File: config.mk
export PLATFORM = sky130hd
export DESIGN_NAME = cpu_debug_ctrl
export DESIGN_NICKNAME = d
export VERILOG_FILES = /design/src/rtl/cpu_debug_ctrl.sv
export SDC_FILE = /design/constraint.sdc
export NUM_CORES = 1
export LEC_CHECK = 0
export ABC_AREA = 1
export BUFFER_PORTS_ARGS = -buffer_cell sky130_fd_sc_hd__clkbuf_2
export CAP_MARGIN = 20
export CORE_MARGIN = 3
export CORE_UTILIZATION = 50
export CTS_CLUSTER_DIAMETER = 150
export DETAILED_ROUTE_END_ITERATION = 16
export PLACE_DENSITY = 0.82
export SLEW_MARGIN = 20
export SYNTH_ARGS = -nofsm -noshare
export SYNTH_HDL_FRONTEND = slang
export SYNTH_SLANG_ARGS = --single-unit
File: constraint.sdc
create_clock -name clk -period 3.3 [get_ports clk]
set_input_delay 0.66 -clock clk [delete_from_list [all_inputs] [get_ports clk]]
set_output_delay 0.66 -clock clk [all_outputs]
set_load 0.005 [all_outputs]
File: src/rtl/cpu_debug_ctrl.sv
// Run-control block for a CPU debug port: halt/run/single-step sequencing,
// PC breakpoint comparators and retired-instruction / active-cycle counters.
module cpu_debug_ctrl #(
  parameter int  ADDR_W    = 32,
  parameter int  NUM_BP    = 4,
  parameter int  CNT_W     = 32,
  parameter bit  RESET_RUN = 1'b0,
  localparam int IDX_W     = (NUM_BP > 1) ? $clog2(NUM_BP) : 1
) (
  input  logic              clk,
  input  logic              rst_n,
  input  logic              run_req,
  input  logic              halt_req,
  input  logic              step_req,
  input  logic [CNT_W-1:0]  step_count,
  input  logic              bp_wr_en,
  input  logic [IDX_W-1:0]  bp_wr_idx,
  input  logic [ADDR_W-1:0] bp_wr_addr,
  input  logic              bp_wr_valid,
  input  logic              instr_done,
  input  logic [ADDR_W-1:0] next_pc,
  input  logic              cnt_clr,
  output logic              cpu_en,
  output logic              halted,
  output logic [1:0]        state,
  output logic              bp_hit,
  output logic [IDX_W-1:0]  bp_hit_idx,
  output logic [CNT_W-1:0]  retired_cnt,
  output logic [CNT_W-1:0]  cycle_cnt
);

  typedef enum logic [1:0] {
    ST_HALT  = 2'b00,
    ST_RUN   = 2'b01,
    ST_STEP  = 2'b10,
    ST_DRAIN = 2'b11
  } state_t;

  localparam state_t RESET_STATE = RESET_RUN ? ST_RUN : ST_HALT;

  state_t             state_q, state_d;
  logic [CNT_W-1:0]   rem_q, rem_d;
  logic               hit_d;
  logic               bp_match;
  logic [IDX_W-1:0]   bp_match_idx;
  logic [ADDR_W-1:0]  bp_addr_q [NUM_BP];
  logic [NUM_BP-1:0]  bp_valid_q;
  logic               bp_wr_ok;

  assign state    = state_q;
  assign bp_wr_ok = bp_wr_en && (int'(bp_wr_idx) < NUM_BP);

  // Descending scan so the lowest matching comparator wins.
  always_comb begin
    bp_match     = 1'b0;
    bp_match_idx = '0;
    for (int i = NUM_BP - 1; i >= 0; i--) begin
      if (bp_valid_q[i] && (bp_addr_q[i] == next_pc)) begin
        bp_match     = 1'b1;
        bp_match_idx = IDX_W'(i);
      end
    end
  end

  always_comb begin
    // NOTE: every output of this block gets a default first, so no path can infer a latch.
    state_d = state_q;
    rem_d   = rem_q;
    hit_d   = 1'b0;
    unique case (state_q)
      ST_HALT: begin
        if (step_req) begin
          state_d = ST_STEP;
          rem_d   = (step_count == '0) ? CNT_W'(1) : step_count;
        end else if (run_req) begin
          state_d = ST_RUN;
        end
      end
      ST_RUN, ST_STEP: begin
        if (instr_done) begin
          if (state_q == ST_STEP) rem_d = rem_q - CNT_W'(1);
          hit_d = bp_match;
          if (bp_match || halt_req ||
              (state_q == ST_STEP && rem_q == CNT_W'(1))) begin
            state_d = ST_HALT;
          end
        end else if (halt_req) begin
          state_d = ST_DRAIN;
        end
      end
      ST_DRAIN: begin
        if (instr_done) state_d = ST_HALT;
      end
      default: state_d = ST_HALT;
    endcase
  end

  // NOTE: sequential state uses non-blocking assignments only, so every flop samples pre-edge values.
  always_ff @(posedge clk or negedge rst_n) begin
    if (!rst_n) begin
      state_q    <= RESET_STATE;
      rem_q      <= '0;
      cpu_en     <= RESET_RUN;
      halted     <= !RESET_RUN;
      bp_hit     <= 1'b0;
      bp_hit_idx <= '0;
    end else begin
      state_q <= state_d;
      rem_q   <= rem_d;
      cpu_en  <= (state_d != ST_HALT);
      halted  <= (state_d == ST_HALT);
      bp_hit  <= hit_d;
      if (hit_d) bp_hit_idx <= bp_match_idx;
    end
  end

  // NOTE: only the valid bits are reset; an address is never looked at while its entry is invalid.
  always_ff @(posedge clk or negedge rst_n) begin
    if (!rst_n) begin
      bp_valid_q <= '0;
    end else if (bp_wr_ok) begin
      bp_valid_q[bp_wr_idx] <= bp_wr_valid;
    end
  end

  always_ff @(posedge clk) begin
    if (bp_wr_ok) bp_addr_q[bp_wr_idx] <= bp_wr_addr;
  end

  // Counters key off the registered cpu_en, so a retire reported while halted is dropped.
  always_ff @(posedge clk or negedge rst_n) begin
    if (!rst_n) begin
      cycle_cnt   <= '0;
      retired_cnt <= '0;
    end else if (cnt_clr) begin
      cycle_cnt   <= '0;
      retired_cnt <= '0;
    end else begin
      if (cpu_en)               cycle_cnt   <= cycle_cnt + CNT_W'(1);
      if (cpu_en && instr_done) retired_cnt <= retired_cnt + CNT_W'(1);
    end
  end

endmodule

; ---- Yosys cells after proc, flatten, opt, wreduce, memory -nomap -nowiden
; Memory sizes are Yosys's and may differ from the RTL's.
; Index checks and enable logic that the tools add are counted.
[op_classes]
n_mux = 31
add_sub_neg = 3
n_reduce_logical = 18
n_lt_le_gt_ge = 2
n_mul = 0
shifts = 0
n_div = 0
n_eq_ne = 11
bitwise = 0
[op_table]
columns = cell, count
row1 = $mux W32, 8
row2 = $eq A32 B32 Y1, 4
row3 = $add A32 B1 Y32 const B, 2
row4 = $pmux W32 S2, 1
row5 = $eq A32 B1 Y1 const B, 1
row6 = $logic_not A32 Y1, 1
row7 = $sub A32 B1 Y32 const B, 1
row8 = $mux W2, 10
row9 = $mux W1, 9
row10 = $reduce_bool A2 Y1, 4
row11 = $logic_and A1 B1 Y1, 7
row12 = $ne A2 B2 Y1 const B, 3
row13 = $pmux W2 S3, 1
row14 = $bwmux W4, 1
row15 = $eq A2 B2 Y1 const B, 2
row16 = $logic_not A2 Y1, 2
row17 = $reduce_and A4 Y1, 1
row18 = $lt A2 B3 Y1 const B, 1
row19 = $demux W1 S2, 1
row20 = $eq A2 B1 Y1 const B, 1
row21 = $ge A2 B1 Y1 const B, 1
row22 = $logic_or A1 B1 Y1, 2
row23 = $reduce_or A2 Y1, 1
[totals]
ram_bits = 128
mem_bits_ro = 0
elab_cells = 75
n_memories = 1
latchBits = 0
output_inout_bits = 71
reg_bits = 107
[mem_list]
columns = name, depth, word_bits, read_ports, rd_clocked_by_memory_dff, wr, line
row1 = bp_addr_q, 4, 32, 4, 0, 1, 46  ; logic [ADDR_W-1:0] bp_addr_q [NUM_BP];

; ---- Logic depth before layout (Yosys ltp)
; Gate-level depths: netlist of run 1.
[logic_depth]
depth_word = 12
ltp_mapped = 17

; ---- Worst setup path after synthesis of run 1
; Ideal clock, no wire load.
[synth_path]
path_type = input-to-reg
start = input port bp_wr_idx[0]
end = memory bp_addr_q[2][0] (enable)
slack_ps = -205
n_path_buf = 0
arrival_ps = 3039
cell_stages = 1
required_ps = 2834
cell_sequence = nor3_1
[synth_lines]
columns = item, line
row1 = "start, declared", 17  ; input logic [IDX_W-1:0] bp_wr_idx,
row2 = "end, declared", 46
; Straight into the memory's write port.

; ---- Final worst setup path of run 1
[layout_path]
start = register rem_q[0]
end = register rem_q[26]
[layout_via]
elab_chain_len = 4
[layout_lines]
columns = item, line
row1 = "start, declared", 42  ; logic [CNT_W-1:0] rem_q, rem_d;
row2 = "start signal, assigned", 109  ; rem_q <= rem_d;
row3 = $sub A32 B1 Y32, 81  ; if (state_q == ST_STEP) rem_d = rem_q - CNT_W'(1);
row4 = $mux W32, 81
row5 = $mux W32, 80  ; if (instr_done) begin
row6 = $pmux W32 S2, 70  ; unique case (state_q)
; Every way passes these cells. The select of a mux whose other input is x is not followed.
; A chain may end at the register's enable or synchronous reset.

==> results of run 1 <==
==> worst min-delay path by stage <==
| stage | from | end | cells past startpoint |
|---|---|---|---|
| after detailed placement | bp_hit_idx[1]$_DFFE_PN0P_ | bp_hit_idx[1]$_DFFE_PN0P_ | 2 |
| after CTS | rst_n | retired_cnt[6]$_DFFE_PN0P_ | 1 |
| final | rst_n | cycle_cnt[27]$_DFFE_PN0P_ | 1 |
| after global placement | bp_hit_idx[1]$_DFFE_PN0P_ | bp_hit_idx[1]$_DFFE_PN0P_ | 2 |
| after global routing | rst_n | cycle_cnt[18]$_DFFE_PN0P_ | 1 |
| after floorplan | rst_n | bp_hit$_DFF_PN0_ | 0 |
==> layout make-up <==
class	instances	area (um^2)	area share [%]
Timing Repair Buffer	187	988	6.99
Multi-Input combinational cell	927	4620	32.7
Clock buffer	37	723	5.12
Sequential cell	235	6520	46.2
Inverter	214	803	5.68
Clock inverter	10	76.3	0.540
Tap cell	319	399	2.82
==> synth_stat cells, types with 4 or more instances <==
cell type / n / area (um^2)
nor2_2: 10 / 62.6
ha_1: 7 / 87.6
or2_2: 7 / 43.8
a211oi_1: 6 / 45.0
o21ai_0: 92 / 460
a21oi_1: 66 / 330
nand3_1: 47 / 235
o21a_1: 7 / 52.6
nand2_1: 345 / 1290
clkbuf_1: 23 / 86.3
inv_1: 213 / 800
nand4_1: 38 / 238
nand2_2: 5 / 31.3
dfrtp_1: 106 / 2650
a22oi_1: 6 / 45.0
o21ai_1: 4 / 20.0
nor2_1: 143 / 537
nor4_1: 14 / 87.6
edfxtp_1: 128 / 3840
xor2_1: 11 / 96.3
o22ai_1: 18 / 113
o221ai_1: 7 / 61.3
xnor2_1: 33 / 289
nor3_1: 34 / 170
==> metrics by stage <==
stage	hold slack, ns	instance area (um^2)	std cells	util [%]
global placement	0.487	13300	1882	56.6
detailed placement	0.494	13300	1882	56.6
CTS	0.147	14100	1929	60.0
global route	0.175	14100	1929	60.0
finish	0.121	14100	1929	60.0
floorplan	0.364	12000	1402	-
==> worst max-delay path, cell delays in order (launching register included) <==
cell	delay (ns)
dfrtp_1	0.38
inv_1	0.11
ha_1	0.23
nand2_1	0.10
nor2_1	0.19
inv_1	0.08
nor3_1	0.29
nand3_1	0.22
nor3_1	0.28
nor2_1	0.08
nor2_1	0.09
a22oi_1	0.06
o21ai_0	0.18
==> power by group <==
group / total [uW] / internal (uW) / leakage, uW / switching (uW)
Sequential: 3730 / 3450 / 0.00259 / 279
Clock: 2740 / 1600 / 0.000395 / 1140
Combinational: 2130 / 726 / 0.00344 / 1410
Total: 8600 / 5780 / 0.00642 / 2830
==> sequential cells by signal, indices dropped and copies added, names as in the netlist <==
register	cells
cpu_en	1
rem_q	32
bp_valid_q	4
state	2
bp_hit	1
bp_hit_idx	2
halted	1
bp_addr_q	128
cycle_cnt	32
retired_cnt	32
==> cells by family (layout without fill, tap and decap cells) <==
| logic type | count (synthesis) | after routing | synth area share [%] |
|---|---|---|---|
| and+or+nand+nor | 658 | 658 | 24.0 |
| adders and majority gates | 7 | 7 | 0.730 |
| DFF | 235 | 235 | 54.4 |
| buffers and inverters | 240 | 448 | 7.53 |
| xor gates and xnor gates | 44 | 44 | 3.21 |
| AOI/OAI and AO/OA | 218 | 218 | 10.2 |
==> per-layer routing <==
layer	vias up	routed length (um)
met1	4894	13400
met5	-	9
li1	5001	-
met4	2	1300
met2	425	14400
met3	94	2340
==> run summary, run 1 <==
Status -> finished, final reports clean
CTS tree -> yes
Placer Congestion -> 0.933
Initial antenna violation count -> 1
R2r setup slk -> 0.92 ns
Max Slew Vio Count -> 0
CP startpoint -> rem_q[0]$_DFFE_PN0P_
Die X -> 161 um
Cell count after synthesis -> 1402
CTS buffer count -> 26
Final Cycle Share -> 72.2%
Seq/Total Area, Yosys -> 54.4%
Crit. End Element -> flip-flop
Syn Nets -> 1516
Clock latency on the worst-skew pair -> 0.53 ns
DRC Markers -> 0
Synth Warn # -> 0
Pwr dens -> 609 nW/um^2
Commonest non-fill, non-tap cell in the layout -> nand2_1
Clk sinks -> 235
Starting Density -> 51.0%
Row count -> 56
I/O pins -> 178
Total GRT Usage -> 24.2%
Area grow syn2layout -> 17.8%
Met3 usage -> 3.84%
Final total power -> 8600 uW
Async set-reset flop share out of synthesis -> 45.5%
Least-Margin Pin Slew -> 0.750 ns
Final Worst Setup Slack -> 0.918 ns
Worst-path clk slew -> 0.07 ns
Fill cell instance count of the final layout -> 2086
Hold Crit Class -> in -> async
Crit start category -> flip-flop
Max-slew headroom -> 49.9%
Min cycle time layout -> 2.38 ns
Setup TNS -> 0 ns
Largest net degree at the start of global routing -> 64
Critical path class -> reg -> reg
TritonRoute pass-1 iters -> 5
Fmax -> 0.420 GHz
CTS-repair resized insts -> 0
Port Buffers -> 177
R2r worst-path depth -> 12
GRT busiest layer -> met2
Core area -> 23500 um^2
Max Buffers Root-to-Sink -> 3
Static Leakage -> 0.00642 uW
Maxcap violations -> 0
Reg2reg end -> rem_q[26]$_DFFE_PN0P_
DR vias/cell -> 5.40
Final Hold Fails -> 0
Setup Fix Bufs, Post-CTS -> 0
Die area -> 25900 um^2
CP max FO -> 4
Nets -> 1705
CP endpoint -> rem_q[26]$_DFFE_PN0P_
M1 GR Usage -> 33.5%
RSZ-0062 raised after global routing -> false
Ys flop type -> edfxtp_1
# hold bufs at CTS -> 0
DP Worst Slack -> 0.754 ns
Synth Cell Area -> 12000 um^2
Root buffer selected by CTS -> clkbuf_16
Post-synth EDFFs -> 128
ANT cells -> 0
Detailed Place HPWL -> 23200 um
Seq cells post-synth -> 235
DR WL/cell -> 16.3 um
Final Skew -> 0.0145 ns
Crit path DAT -> 2.83 ns
Layout cell share with drive strength beyond 1 -> 16.4%
Die Span Y -> 161 um
Commonest cells after routing, fill and taps aside -> nand2_1 (345), inv_1 (213), clkbuf_2 (176)
Avg Inst Size Synth -> 8.56 um^2
Total wire length -> 31500 um
Total gr overflow -> 0
DRT iter0 DRCs -> 936
Final Setup Violations -> 0
Number of global-route vias before repair -> 10.1k
H-tree Lvls -> 1
Grt met2 use -> 38.6%
WP data required -> 3.75 ns
Peak VDD IR -> 0.451 mV
Vias -> 10.4k
Critical R2R Launch -> rem_q[0]$_DFFE_PN0P_
Synth cell types -> 42
Antenna Nets Post-Route -> 0
First-pass GRT wire length -> 50600 um
No activity file was read; power rests on OpenSTA's default activity.
==> run 2, diff against run 1 <==
==> constraint.sdc (replaced) <==
create_clock -name clk -period 2.4 [get_ports clk]
set_input_delay 0.48 -clock clk [delete_from_list [all_inputs] [get_ports clk]]
set_output_delay 0.48 -clock clk [all_outputs]
set_load 0.005 [all_outputs]
==> run 2 against run 1 <==
Effect of this change:
- via count rose by 1.5%
- power rose by 43%
- combinational power rose by 48%
- register-to-register slack got worse by 0.79 ns
- worst setup slack got worse by 0.79 ns
- clock power rose by 47%
- sequential power rose by 38%
==> run summary, run 2 (same netlist as run 1, synthesis figures left out) <==
Status -> finished, final reports clean
Total gr overflow -> 0 (unchanged)
DR WL/cell -> 16.7 um (+2.2%)
Nets -> 1725 (+1.2%)
Hold Crit Class -> in -> reg
Storage element area -> 6520 um^2 (about the same)
Fill cell instance count of the final layout -> 2011 (-3.6%)
WP buf/inv -> 1 (-1)
Top cell by count, worst path -> nor2_4
Row count -> 56 (unchanged)
Max-slew headroom -> 59.7% (+9.7 points)
Delay-heaviest family, CP -> simple AND/OR/NAND/NOR gates
Final Hold Fails -> 0 (unchanged)
Final total power -> 12300 uW (+43%)
Number of global-route vias before repair -> 9870 (-2.4%)
Largest net degree at the start of global routing -> 41 (-36%)
Net switching power figure -> 4040 uW (+43%)
ANT cells -> 0 (unchanged)
H-tree Lvls -> 1 (unchanged)
Root buffer selected by CTS -> clkbuf_16
Layout cell share with drive strength beyond 1 -> 18.5% (+2.1 points)
CP Cell Sequence -> ha_4 > nand3_4 > nor2_4 > nand2_2 > nor2_4 > nand2_2 > nor3_4 > nand2_2 > nor2_4 > nand2_4 > nor2_4 > buf_4 > nand3_1 > a21oi_1
Least-Margin Pin Slew -> 0.600 ns (-0.151 ns)
Fmax -> 0.440 GHz (+4.9%)
Logic pwr share -> 25.5% (+0.7 points)
Detailed Place HPWL -> 23800 um (+2.5%)
Peak VDD IR -> 0.578 mV (+28%)
CTS buffer count -> 26 (unchanged)
Placer Congestion -> 0.918 (-1.6%)
Maxcap violations -> 0 (unchanged)
CP max-delay cell -> dfrtp_1
Min cycle time layout -> 2.27 ns (-0.112 ns)
Switch share -> 32.7% (-0.17 points)
Biggest register -> bp_addr_q
Core area -> 23500 um^2 (unchanged)
Vias -> 10.6k (+1.5%)
RSZ-0062 raised after global routing -> true
Sequential share of power -> 41.8% (-1.6 points)
Area grow syn2layout -> 20.8%
Total GRT Usage -> 24.2% (about the same)
Worst-path clk slew -> 0.06 ns (about the same)
First-pass GRT wire length -> 50500 um (-0.20%)
Commonest cells after routing, fill and taps aside -> nand2_1 (340), inv_1 (213), clkbuf_2 (176)
Max Buffers Root-to-Sink -> 3 (unchanged)
Area of the multi-input gates -> 4710 um^2 (+2.0%)
Final Setup Violations -> 0 (unchanged)
WP data required -> 2.85 ns (-0.90 ns)
Die area -> 25900 um^2 (unchanged)
Max Slew Vio Count -> 0 (unchanged)
Clk sinks -> 235 (unchanged)
Pwr dens -> 852 nW/um^2 (+40%)
Crit start category -> flip-flop
Port Buffers -> 177 (unchanged)
Antenna Nets Post-Route -> 0 (unchanged)
Crit path DAT -> 2.73 ns (-0.10 ns)
Max FFs per register -> 128 (unchanged)
Internal -> 8310 uW (+44%)
Initial antenna violation count -> 1 (unchanged)
Die Span Y -> 161 um (unchanged)
Starting Density -> 51.0% (unchanged)
CP max FO -> 6 (+2)
Clock latency on the worst-skew pair -> 0.53 ns (about the same)
CTS tree -> yes
Final Skew -> 0.0126 ns (-0.00191 ns)
Commonest non-fill, non-tap cell in the layout -> nand2_1
I/O pins -> 178 (unchanged)
Final Worst Setup Slack -> 0.129 ns (-0.788 ns)
Static Leakage -> 0.00661 uW (+2.9%)
TritonRoute pass-1 iters -> 5 (unchanged)
Crit. End Element -> flip-flop
DP Worst Slack -> 0.0802 ns (-0.673 ns)
Clk network pwr share -> 32.7% (+0.9 points)
Critical path class -> reg -> reg
CP max stage delay -> 0.45 ns (+0.07 ns)
DR vias/cell -> 5.43 (+0.51%)
Total wire length -> 32500 um (+3.2%)
Die X -> 161 um (unchanged)
Final Cycle Share -> 94.6% (+22 points)
DRC Markers -> 0 (unchanged)
DRT iter0 DRCs -> 1162 (+24%)
-- run 2: per-stage QoR --
stage               hold WS, ns  instances  utilization (%)  setup TNS [ns]  cell area, um^2
finish                    0.167       1948             61.5               0            14500
global route              0.165       1948             61.5         -0.0793            14500
CTS                       0.154       1943             61.0               0            14400
detailed placement        0.462       1896             57.3               0            13500
global placement          0.458       1896             57.3               0            13500
floorplan                 0.184       1402                -               0            12000
-- run 2: per-layer routing --
layer,track usage (%),vias up,routed length (um)
li1,-,5051,-
met1,33.3,4912,13400
met2,39.4,524,15200
met3,4.10,83,2800
met4,7.67,2,1000
met5,0,-,9
-- run 2: worst paths after layout --
| kind | cells past startpoint | from | slack (ns) | endpoint |
|---|---|---|---|---|
| hold / removal | 1 | bp_wr_addr[12] | 0.17 | bp_addr_q[0][12]$_DFFE_PP_ |
| max in group asynchronous | 3 | rst_n | 1.32 | halted$_DFF_PN1_ |
| hold reg to reg | 2 | bp_hit_idx[1]$_DFFE_PN0P_ | 0.51 | bp_hit_idx[1]$_DFFE_PN0P_ |
| setup reg to reg | 14 | cycle_cnt[1]$_DFFE_PN0P_ | 0.13 | cycle_cnt[26]$_DFFE_PN0P_ |
| setup / recovery | 14 | cycle_cnt[1]$_DFFE_PN0P_ | 0.13 | cycle_cnt[26]$_DFFE_PN0P_ |
| min in group asynchronous | 2 | rst_n | 0.45 | cycle_cnt[27]$_DFFE_PN0P_ |
-- run 2: cell type report --
cell class                      count  share of cell area, %
Clock buffer                       32                   4.93
Tap cell                          319                   2.75
Timing Repair Buffer              207                   8.22
Sequential cell                   235                   45.0
Inverter                          214                   5.54
Multi-Input combinational cell    927                   32.5
Clock inverter                     14                   1.02
-- run 2: what timing repair did --
action	in CTS	in global routing
hold buffers	1	0
endpoints found under the setup margin	0	19
resized for setup	0	23
endpoints found under the hold margin	31	0
buffers inserted	0	5
-- run 2: power groups by stage --
| stage | logic (uW) | registers (uW) | clock network [uW] |
|---|---|---|---|
| after global routing | 3520 | 5210 | 4240 |
| after CTS | 3040 | 5130 | 4080 |
| final | 3150 | 5150 | 4040 |
| after detailed placement | 3030 | 5200 | 0 |
| after floorplan | 2070 | 5110 | 0 |
| after global placement | 2950 | 5180 | 0 |
